$ cat src/rtl/sisc_fetch_unit_if.sv
`default_nettype none
// ============================================================================
// Module      : sisc_fetch_unit_if
// Description : Instruction-memory read handshake between the SISC fetch
//               stage (master) and instruction memory (slave).
//               imem_req   - read request, held until ack or abort
//               imem_addr  - word address, stable while imem_req is high
//               imem_ack   - imem_rdata is valid this cycle
//               imem_rdata - instruction word
// Revision    : 1.0 - initial release
// ============================================================================
interface sisc_fetch_unit_if #(
  parameter int ADDR_W = 16,
  parameter int DATA_W = 32
);
  logic              imem_req;
  logic [ADDR_W-1:0] imem_addr;
  logic              imem_ack;
  logic [DATA_W-1:0] imem_rdata;

  modport master (
    output imem_req,
    output imem_addr,
    input  imem_ack,
    input  imem_rdata
  );

  modport slave (
    input  imem_req,
    input  imem_addr,
    output imem_ack,
    output imem_rdata
  );
endinterface
`default_nettype wire

$ cat src/rtl/sisc_fetch_unit.sv
`default_nettype none
// ============================================================================
// Module      : sisc_fetch_unit
// Description : SISC instruction-fetch stage. Owns the PC and the instruction
//               register, runs the instruction-memory handshake with a wait
//               timeout, and applies the control FSM's PC sequencing/branch
//               controls.
// Ports       : clk, rst_f            - clock, async active-low reset
//               ir_load               - start a fetch at the current PC
//               pc_write/pc_sel/br_sel- PC update controls
//               imem (master modport) - instruction-memory handshake
//               instr/opcode/mm/imm   - IR contents and its fields
//               pc_out                - current PC
//               fetch_busy            - a fetch is outstanding
//               fetch_err             - sticky fetch-timeout flag
// Revision    : 1.0 - initial release
// ============================================================================
module sisc_fetch_unit #(
  parameter int ADDR_W  = 16,
  parameter int DATA_W  = 32,
  parameter int TIMEOUT = 15
) (
  input  wire logic              clk,
  input  wire logic              rst_f,
  input  wire logic              ir_load,
  input  wire logic              pc_write,
  input  wire logic              pc_sel,
  input  wire logic              br_sel,
  sisc_fetch_unit_if.master      imem,
  output logic [DATA_W-1:0]      instr,
  output logic [3:0]             opcode,
  output logic [3:0]             mm,
  output logic [15:0]            imm,
  output logic [ADDR_W-1:0]      pc_out,
  output logic                   fetch_busy,
  output logic                   fetch_err
);

  typedef enum logic [0:0] {
    IDLE = 1'b0,
    REQ  = 1'b1
  } state_t;

  // Counter value on the last permitted wait cycle; a missing ack on that
  // cycle aborts the fetch.
  localparam logic [7:0] LAST_WAIT = 8'(TIMEOUT - 1);

  state_t            state;
  logic [7:0]        wait_cnt;
  logic [ADDR_W-1:0] pc;
  logic [ADDR_W-1:0] pc_next;
  logic [ADDR_W-1:0] imm_sext;
  logic [DATA_W-1:0] ir;
  logic              req;
  logic [ADDR_W-1:0] addr;
  logic              busy;
  logic              err;

  // Branch immediates always come from the current IR.
  assign imm      = ir[15:0];
  assign opcode   = ir[31:28];
  assign mm       = ir[27:24];
  assign instr    = ir;
  assign pc_out   = pc;
  assign imm_sext = ADDR_W'($signed(imm));

  always_comb begin
    pc_next = pc + ADDR_W'(1);
    if (pc_sel) begin
      if (br_sel) pc_next = ADDR_W'(imm);
      else        pc_next = pc + imm_sext;
    end
  end

  always_ff @(posedge clk or negedge rst_f) begin
    if (!rst_f) begin
      state    <= IDLE;
      wait_cnt <= '0;
      pc       <= '0;
      ir       <= '0;
      req      <= 1'b0;
      addr     <= '0;
      busy     <= 1'b0;
      err      <= 1'b0;
    end else begin
      // PC update is independent of fetch state; a same-cycle fetch latches
      // the pre-update PC because both use the old register value.
      if (pc_write) pc <= pc_next;

      case (state)
        IDLE: begin
          if (ir_load) begin
            addr     <= pc;
            req      <= 1'b1;
            busy     <= 1'b1;
            wait_cnt <= '0;
            state    <= REQ;
          end
        end
        REQ: begin
          // Ack has priority over the timeout on the final wait cycle.
          if (imem.imem_ack) begin
            ir    <= imem.imem_rdata;
            req   <= 1'b0;
            busy  <= 1'b0;
            state <= IDLE;
          end else if (wait_cnt == LAST_WAIT) begin
            ir       <= '0;
            err      <= 1'b1;
            req      <= 1'b0;
            busy     <= 1'b0;
            wait_cnt <= wait_cnt + 8'd1;
            state    <= IDLE;
          end else begin
            wait_cnt <= wait_cnt + 8'd1;
          end
        end
        default: state <= IDLE;
      endcase
    end
  end

  assign imem.imem_req  = req;
  assign imem.imem_addr = addr;
  assign fetch_busy     = busy;
  assign fetch_err      = err;

endmodule
`default_nettype wire

$ cat src/flat_wrapper.sv
// flat-port wrapper written by rule: the top's interface ports become plain ports
module sisc_fetch_unit_flat 
#(
  parameter int ADDR_W  = 16,
  parameter int DATA_W  = 32,
  parameter int TIMEOUT = 15
)
  (clk, rst_f, ir_load, pc_write, pc_sel, br_sel, instr, opcode, mm, imm, pc_out, fetch_busy, fetch_err, imem_imem_req, imem_imem_addr, imem_imem_ack, imem_imem_rdata);
  sisc_fetch_unit_if #(.ADDR_W(ADDR_W), .DATA_W(DATA_W)) imem_i ();
  input  wire logic clk;
  input  wire logic rst_f;
  input  wire logic ir_load;
  input  wire logic pc_write;
  input  wire logic pc_sel;
  input  wire logic br_sel;
  output logic [DATA_W-1:0] instr;
  output logic [3:0] opcode;
  output logic [3:0] mm;
  output logic [15:0] imm;
  output logic [ADDR_W-1:0] pc_out;
  output logic fetch_busy;
  output logic fetch_err;
  output wire logic [$bits(imem_i.imem_req)-1:0] imem_imem_req;
  output wire logic [$bits(imem_i.imem_addr)-1:0] imem_imem_addr;
  input wire logic [$bits(imem_i.imem_ack)-1:0] imem_imem_ack;
  input wire logic [$bits(imem_i.imem_rdata)-1:0] imem_imem_rdata;
  assign imem_imem_req = imem_i.imem_req;
  assign imem_imem_addr = imem_i.imem_addr;
  assign imem_i.imem_ack = imem_imem_ack;
  assign imem_i.imem_rdata = imem_imem_rdata;
  sisc_fetch_unit #(.ADDR_W(ADDR_W), .DATA_W(DATA_W), .TIMEOUT(TIMEOUT)) u_core (.clk(clk), .rst_f(rst_f), .ir_load(ir_load), .pc_write(pc_write), .pc_sel(pc_sel), .br_sel(br_sel), .imem(imem_i), .instr(instr), .opcode(opcode), .mm(mm), .imm(imm), .pc_out(pc_out), .fetch_busy(fetch_busy), .fetch_err(fetch_err));
endmodule
$ cat config.mk
export PLATFORM = sky130hd
export DESIGN_NAME = sisc_fetch_unit_flat
export DESIGN_NICKNAME = d
export VERILOG_FILES = /design/src/rtl/sisc_fetch_unit_if.sv /design/src/rtl/sisc_fetch_unit.sv /design/src/flat_wrapper.sv
export SDC_FILE = /design/constraint.sdc
export NUM_CORES = 1
export LEC_CHECK = 0
export BUFFER_PORTS_ARGS = -buffer_cell sky130_fd_sc_hd__buf_2
export CORE_MARGIN = 2
export CORE_UTILIZATION = 45
export CTS_CLUSTER_SIZE = 28
export DETAILED_ROUTE_END_ITERATION = 12
export GPL_TIMING_DRIVEN = 0
export PLACE_DENSITY = 0.76
export SLEW_MARGIN = 20
export SYNTH_ARGS = -nofsm -noshare
export SYNTH_HDL_FRONTEND = slang
export SYNTH_SLANG_ARGS = --single-unit
$ cat constraint.sdc
create_clock -name clk -period 2.7 [get_ports clk]
set_clock_uncertainty 0.1 [all_clocks]
set_input_delay 0.405 -clock clk [delete_from_list [all_inputs] [get_ports clk]]
set_output_delay 0.405 -clock clk [all_outputs]
set_load 0.05 [all_outputs]
Word level (Yosys, flattened, before mapping)
Index checks and enable logic that the tools add are counted.
{"block": "totals", "reg_bits": 75, "in_bits": 39}
{"block": "op_classes", "n_addsub": 3, "eq_ne": 4, "n_mux": 15, "n_bitwise": 2, "n_reduce_logical": 6}
{"op": "32-bit 2-to-1 mux", "n": 2}
{"op": "16-bit 2-to-1 mux", "n": 2}
{"op": "16-bit by 1-bit adder with 16-bit output, second input constant", "n": 1}
{"op": "16-bit adder", "n": 1}
{"op": "8-bit 2-to-1 mux", "n": 2}
{"op": "8-bit case mux with 2 select lines", "n": 1}
{"op": "8-bit by 1-bit adder with 8-bit output, second input constant", "n": 1}
{"op": "8-bit by 4-bit equality test with 1-bit output, second input constant", "n": 1}
{"op": "2-bit AND reduction", "n": 4}
{"op": "1-bit 2-to-1 mux", "n": 6}
{"op": "2-bit inequality test, second input constant", "n": 2}
{"op": "1-bit case mux with 2 select lines", "n": 2}
{"op": "3-bit inequality test, second input constant", "n": 1}
{"op": "3-bit AND reduction", "n": 1}
{"op": "1-bit inverter", "n": 2}
{"op": "2-bit nonzero test", "n": 1}

Longest topological paths before layout
{"block": "depth", "depth_word": 4, "ltp_mapped": 8, "depth_no_buf": 8}

Worst setup path before layout
OpenSTA, ideal clock, no wires.
{"block": "synth_path", "path_kind": "flip-flop to flip-flop", "startpoint": "register u_core.pc[4] (netlist: u_core.pc_out[4])", "endpoint": "register u_core.pc[15] (netlist: u_core.pc_out[15])", "arrival_ns": 2.415, "t_required_ns": 2.473, "path_slack_ns": 0.058, "path_stages_with_launch": 8, "path_buffers": 0, "period_less_slack_ns": 2.642, "cell_sequence": "dfrtp_1 ha_1 a21oi_1 o31ai_2 o211a_4 or4_4 a311oi_2 nor3b_2"}
{"block": "synth_via", "elab_chain_cells": 3, "elab_cells_between_ends": 4}
{"element": "start: declaration", "line_no": "sisc_fetch_unit.sv:50", "source": "logic [ADDR_W-1:0] pc;"}
{"element": "start signal: assignment", "line_no": "sisc_fetch_unit.sv:88", "source": "if (pc_write) pc <= pc_next;"}
{"element": "16-bit adder", "line_no": "sisc_fetch_unit.sv:71", "source": "else pc_next = pc + imm_sext;"}
{"element": "16-bit 2-to-1 mux", "line_no": "sisc_fetch_unit.sv:70", "source": "if (br_sel) pc_next = ADDR_W'(imm);"}
{"element": "16-bit 2-to-1 mux (*)", "line_no": "sisc_fetch_unit.sv:69", "source": "if (pc_sel) begin"}
Every way passes the cells marked *; elsewhere a longest branch is shown, timed or not.
A chain may end at the register's enable or synchronous reset.

Worst setup path after layout
{"block": "layout_path", "startpoint": "register u_core.pc[5] (netlist: u_core.pc_out[5])", "endpoint": "register u_core.pc[11] (netlist: u_core.pc_out[11])"}
Same word-level chain as after synthesis.

==> impl.org <==
** Flow run
- Across the run, the number of max-cap violations was 0.

** Yosys
- Fraction of synthesized area in multiplexers :: 0.0483
- The share of synthesized area in the top cell type comes to 0.434.
- Combinational family with the most area after synthesis :: compound AO/OA/AOI/OAI gates
- Of the total synthesized cell area, the portion taken by AND, OR, NAND and NOR gates is 0.129.
- Of all cell types, the one taking the most synthesized area is sky130_fd_sc_hd__dfrtp_1.
- Yosys attributes the largest share of cell area to sky130_fd_sc_hd__dfrtp_1 43%, sky130_fd_sc_hd__a22o_1 6.5%, sky130_fd_sc_hd__ha_1 5.2%, sky130_fd_sc_hd__buf_4 4.7%, sky130_fd_sc_hd__mux2_2 3.9%.
- Area fraction in compound gates after synthesis :: 0.235
- Cells after synthesis :: 436
- In the synthesized netlist the async set-or-reset flop fraction comes to 1.00.
- Post-synth design cell area :: 0.00432 mm^2
- Of the synthesized area, sequential elements account for 0.434.
- Most numerous cell in the Yosys netlist :: sky130_fd_sc_hd__dfrtp_1
- Averaged over all synthesized cells, the footprint is 9.91 um^2.
- The number of different library cells used by synthesis comes to 63.
- Of the total synthesized cell area, the portion taken by full adders, half adders and majority gates is 0.0567.
- After synthesis the netlist holds a flip-flop and latch count of 75.
- Post-synthesis xor/xnor area fraction :: 0.0203
- Syn nets :: 494
- In this run, synthesis inferred 0 flip-flops with an integrated enable.
- By count the netlist is led by 75 x sky130_fd_sc_hd__dfrtp_1, 33 x sky130_fd_sc_hd__a21oi_1, 33 x sky130_fd_sc_hd__o21ai_0, 32 x sky130_fd_sc_hd__a22o_1.
- The Yosys step of the flow raised 0 warnings.
- In the synthesized netlist the dominant register cell turns out to be sky130_fd_sc_hd__dfrtp_1.

** Finish
- Area grow syn2layout :: 25.5%
- Number of nets in the final layout :: 636
- Of the cells placed in the final design, the portion with a size suffix greater than 1 is 0.358.
- The repair_antennas step left the layout with diodes totalling 0.
- Measured on the finished design, the core utilization comes to 0.585.

** Timing
- Setup total negative slack on the finished layout was measured at 0 ns.
- Final min period :: 2.59 ns
- Measured against its own limit, the worst slew margin works out to 0.539.
- Setup repair after global routing missed its margin :: no
- Final Hold Violating Endpoints :: 0
- Derived from the worst setup path, the maximum achievable clock frequency is 387 MHz.
- Final period util :: 0.958
- Final slew viol count :: 0
- For the pin with the worst max-slew slack, the measured transition is 0.686 ns.
- Setup violations remaining at the end of the flow were counted as 0.

** GRT
- The number of global-route vias before repair was 3822.
- The initial antenna violation count came to 0.
- GRT Residual Overflow :: 0
- The first global-routing pass estimated 19000 um of wire.
- Entering global routing, the biggest net connects 48 pins.
- In the global route stage, overall resource usage came out at 0.235.

** Clock network
- For this design, the sink count on the clock tree is 75.
- TritonCTS created 9 clock buffers.
- TritonCTS built the clock tree.
- Clk slew on worst S/H paths :: 0.08 ns
- No sink is reached through more buffers than the 2 on the longest clock path.
- CTS H-tree lvls :: 3
- The later pin in the worst-skew pair is clocked with a latency of 0.35 ns.
- Post-CTS setup buffers :: 0
- The tree is rooted in a sky130_fd_sc_hd__clkbuf_8.

** Min path
- The startpoint identified for the worst hold timing path is imem_imem_rdata[11].
- The path with the worst hold slack has its endpoint at u_core.instr[11]$_DFFE_PN0P_.
- The path class of the tightest hold or removal check is in -> reg.
- The worst hold path was traced through 2 stages.

** Setup path
- Crit path required time :: 2.81 ns
- Maximum fanout along the worst path :: 7
- For flop-to-flop paths, the worst setup slack is 0.11 ns.
- For this design, the slowest cell found on the critical path is sky130_fd_sc_hd__dfrtp_1.
- Number of buffer and inverter instances along the worst setup path :: 0
- STA classifies the critical path endpoint as a flip-flop.
- Critical register-to-register path startpoint :: u_core.pc_out[5]$_DFFE_PN0P_
- By startpoint and endpoint, the worst setup path is classified as reg -> reg.
- Arrival time of data at the critical path endpoint :: 2.69 ns
- The critical path crosses 7 cells after its start point.
- Critical path startpoint category :: flip-flop
- Cell type group with the largest total delay on the critical path :: compound AO/OA/AOI/OAI gates
- The worst register-to-register path ends at u_core.pc_out[11]$_DFFE_PN0P_.
- The largest single stage delay on the critical path is 0.50 ns.
- Sequence of cells on the critical path :: ha_1 > o21ai_0 > or2b_1 > o211a_4 > or3_2 > a31oi_1 > o221ai_1
- Path depth of the worst reg2reg path :: 7

** Routing
- Number of DRC violations after detailed-routing iteration 0 :: 259
- Via total after detailed routing :: 4045
- DRC viols :: 0
- In the final routed layout, each cell accounts on average for 17.1 um.
- First-pass detailed-route iteration total :: 5
- Using the TritonRoute via totals, the vias-per-cell ratio works out to 5.68.
- Final Routed Wirelength :: 12200 um
- Once detail routing completed, the nets flagged for antenna violations numbered 0.

** Placement
- HPWL Detailed :: 9040 um
- At the end of routability-driven placement, the weighted congestion stood at 0.892.
- Buffers placed on the I/O ports in this run total 129.

** Floorplan
- Vert. Die Dim :: 102 um
- The initial utilization of the core area, before any placement, comes to 0.466.
- In this run the count of I/O pins placed on the die edge is 130.
- The floorplan step defined a die boundary enclosing 0.0104 mm^2.
- Area of the core :: 0.00928 mm^2
- Row generation in the floorplan step produced 35 rows.
- From left edge to right edge, the die measures 102 um.

** Power
- Of the total power, registers draw 0.279.
- Clock share of power :: 0.156
- The internal power of the cells totals 3.30 mW.
- The completed layout was analyzed and its total power is 6.83 mW.
- Of the total power, the share spent switching nets is 0.517.
- Gate power share :: 0.565
- Total power density per cell area :: 1260 mW/mm^2
- The analysis attributes to cell leakage a power of 2.65 nW.
- Across the VDD grid, the largest voltage drop is 588 uV.
- P_sw :: 3.53 mW

** Run status
- The run finished with clean final reports.
## metal layers
layer,GRT usage,wire length (um),vias to the layer above,share of wire
li1,-,-,1884,-
met1,0.307,5090,1962,0.42
met2,0.394,6100,171,0.50
met3,0.0383,702,28,0.058
met4,0.0903,322,0,0.026
met5,0,0,-,0
## metrics by stage
| stage | cells | area, um^2 | hold WS (ns) | setup WS [ns] |
|---|---|---|---|---|
| global route | 712 | 5430 | 0.155 | 0.00916 |
| global placement | 694 | 5130 | 0.335 | 0.134 |
| detailed placement | 695 | 5160 | 0.268 | 0.0937 |
| CTS | 712 | 5410 | 0.158 | 0.0528 |
| finish | 712 | 5430 | 0.167 | 0.113 |
| floorplan | 436 | 4320 | 0.00941 | 0.0584 |
## power by group through the flow
| stage | combinational (mW) | clock (mW) | sequential [mW] |
|---|---|---|---|
| CTS | 3.83 | 1.07 | 1.90 |
| detailed placement | 3.82 | 0 | 1.92 |
| global placement | 3.72 | 0 | 1.90 |
| finish | 3.86 | 1.06 | 1.90 |
| global route | 4.11 | 1.12 | 1.97 |
| floorplan | 1.85 | 0 | 2.96 |
## registers in the layout (all words and copies together), names as in the netlist
signal / flops
u_core.instr: 32
u_core.pc_out: 16
u_core.imem.imem_addr: 16
u_core.state: 1
u_core.fetch_err: 1
u_core.fetch_busy: 1
u_core.wait_cnt: 8
## final cells by class
type / count / area (um^2)
Fill cell: 843 / 3860
Multi-Input combinational cell: 301 / 2130
Sequential cell: 75 / 1880
Timing Repair Buffer: 131 / 686
Buffer: 48 / 285
Tap cell: 129 / 161
Clock buffer: 10 / 128
Clock inverter: 6 / 113
Inverter: 12 / 45.0
## worst max-delay path by stage
stage,startpoint,end
after floorplan,u_core.pc_out[4]$_DFFE_PN0P_,u_core.pc_out[15]$_DFFE_PN0P_
after global placement,u_core.pc_out[8]$_DFFE_PN0P_,u_core.pc_out[11]$_DFFE_PN0P_
after detailed placement,u_core.pc_out[8]$_DFFE_PN0P_,u_core.pc_out[11]$_DFFE_PN0P_
after CTS,u_core.pc_out[8]$_DFFE_PN0P_,u_core.pc_out[11]$_DFFE_PN0P_
after global routing,u_core.pc_out[0]$_DFFE_PN0P_,u_core.pc_out[8]$_DFFE_PN0P_
final,u_core.pc_out[5]$_DFFE_PN0P_,u_core.pc_out[11]$_DFFE_PN0P_
## what timing repair did
action / 4_1_cts / 5_1_grt
hold buffers: 1 / 0
gates resized for setup: 0 / 6
hold endpoints to repair: 28 / 0
endpoints found under the setup margin: 0 / 6
## kinds of logic (layout without fill, tap and decap cells)
logic type | count (synthesis) | count (layout)
buffers and inverters | 60 | 207
XOR/XNOR | 10 | 10
multiplexers | 19 | 19
adder cells (fa/ha/maj) | 19 | 19
AND/OR/NAND/NOR | 107 | 107
AO/OA/AOI/OAI | 146 | 146
flip-flops | 75 | 75
## cell usage in the layout, fill, tap and decap left out, types with 3 or more instances in the layout
cell                        netlist  routed
sky130_fd_sc_hd__buf_2            2     130
sky130_fd_sc_hd__dfrtp_1         75      72
sky130_fd_sc_hd__a21oi_1         33      33
sky130_fd_sc_hd__o21ai_0         33      32
sky130_fd_sc_hd__a22o_1          32      32
sky130_fd_sc_hd__buf_4           27      28
sky130_fd_sc_hd__nand2_1         27      27
sky130_fd_sc_hd__nand3_1         19      19
sky130_fd_sc_hd__nor2_1          18      18
sky130_fd_sc_hd__ha_1            18      18
sky130_fd_sc_hd__clkbuf_1        14      15
sky130_fd_sc_hd__mux2_2          15      15
sky130_fd_sc_hd__inv_1           12      12
sky130_fd_sc_hd__nand4_1          9       9
sky130_fd_sc_hd__clkbuf_8         0       9
sky130_fd_sc_hd__a21o_1           8       8
sky130_fd_sc_hd__xnor2_1          8       8
sky130_fd_sc_hd__and3_1           7       7
sky130_fd_sc_hd__nor3_1           5       5
sky130_fd_sc_hd__a31oi_1          6       5
sky130_fd_sc_hd__buf_1            4       4
sky130_fd_sc_hd__mux2i_1          4       4
sky130_fd_sc_hd__and2_1           3       3
sky130_fd_sc_hd__and4_1           3       3
sky130_fd_sc_hd__o22ai_1          3       3
sky130_fd_sc_hd__bufinv_16        0       3
sky130_fd_sc_hd__dfrtp_2          0       3
(Power assumes the default switching activity.)
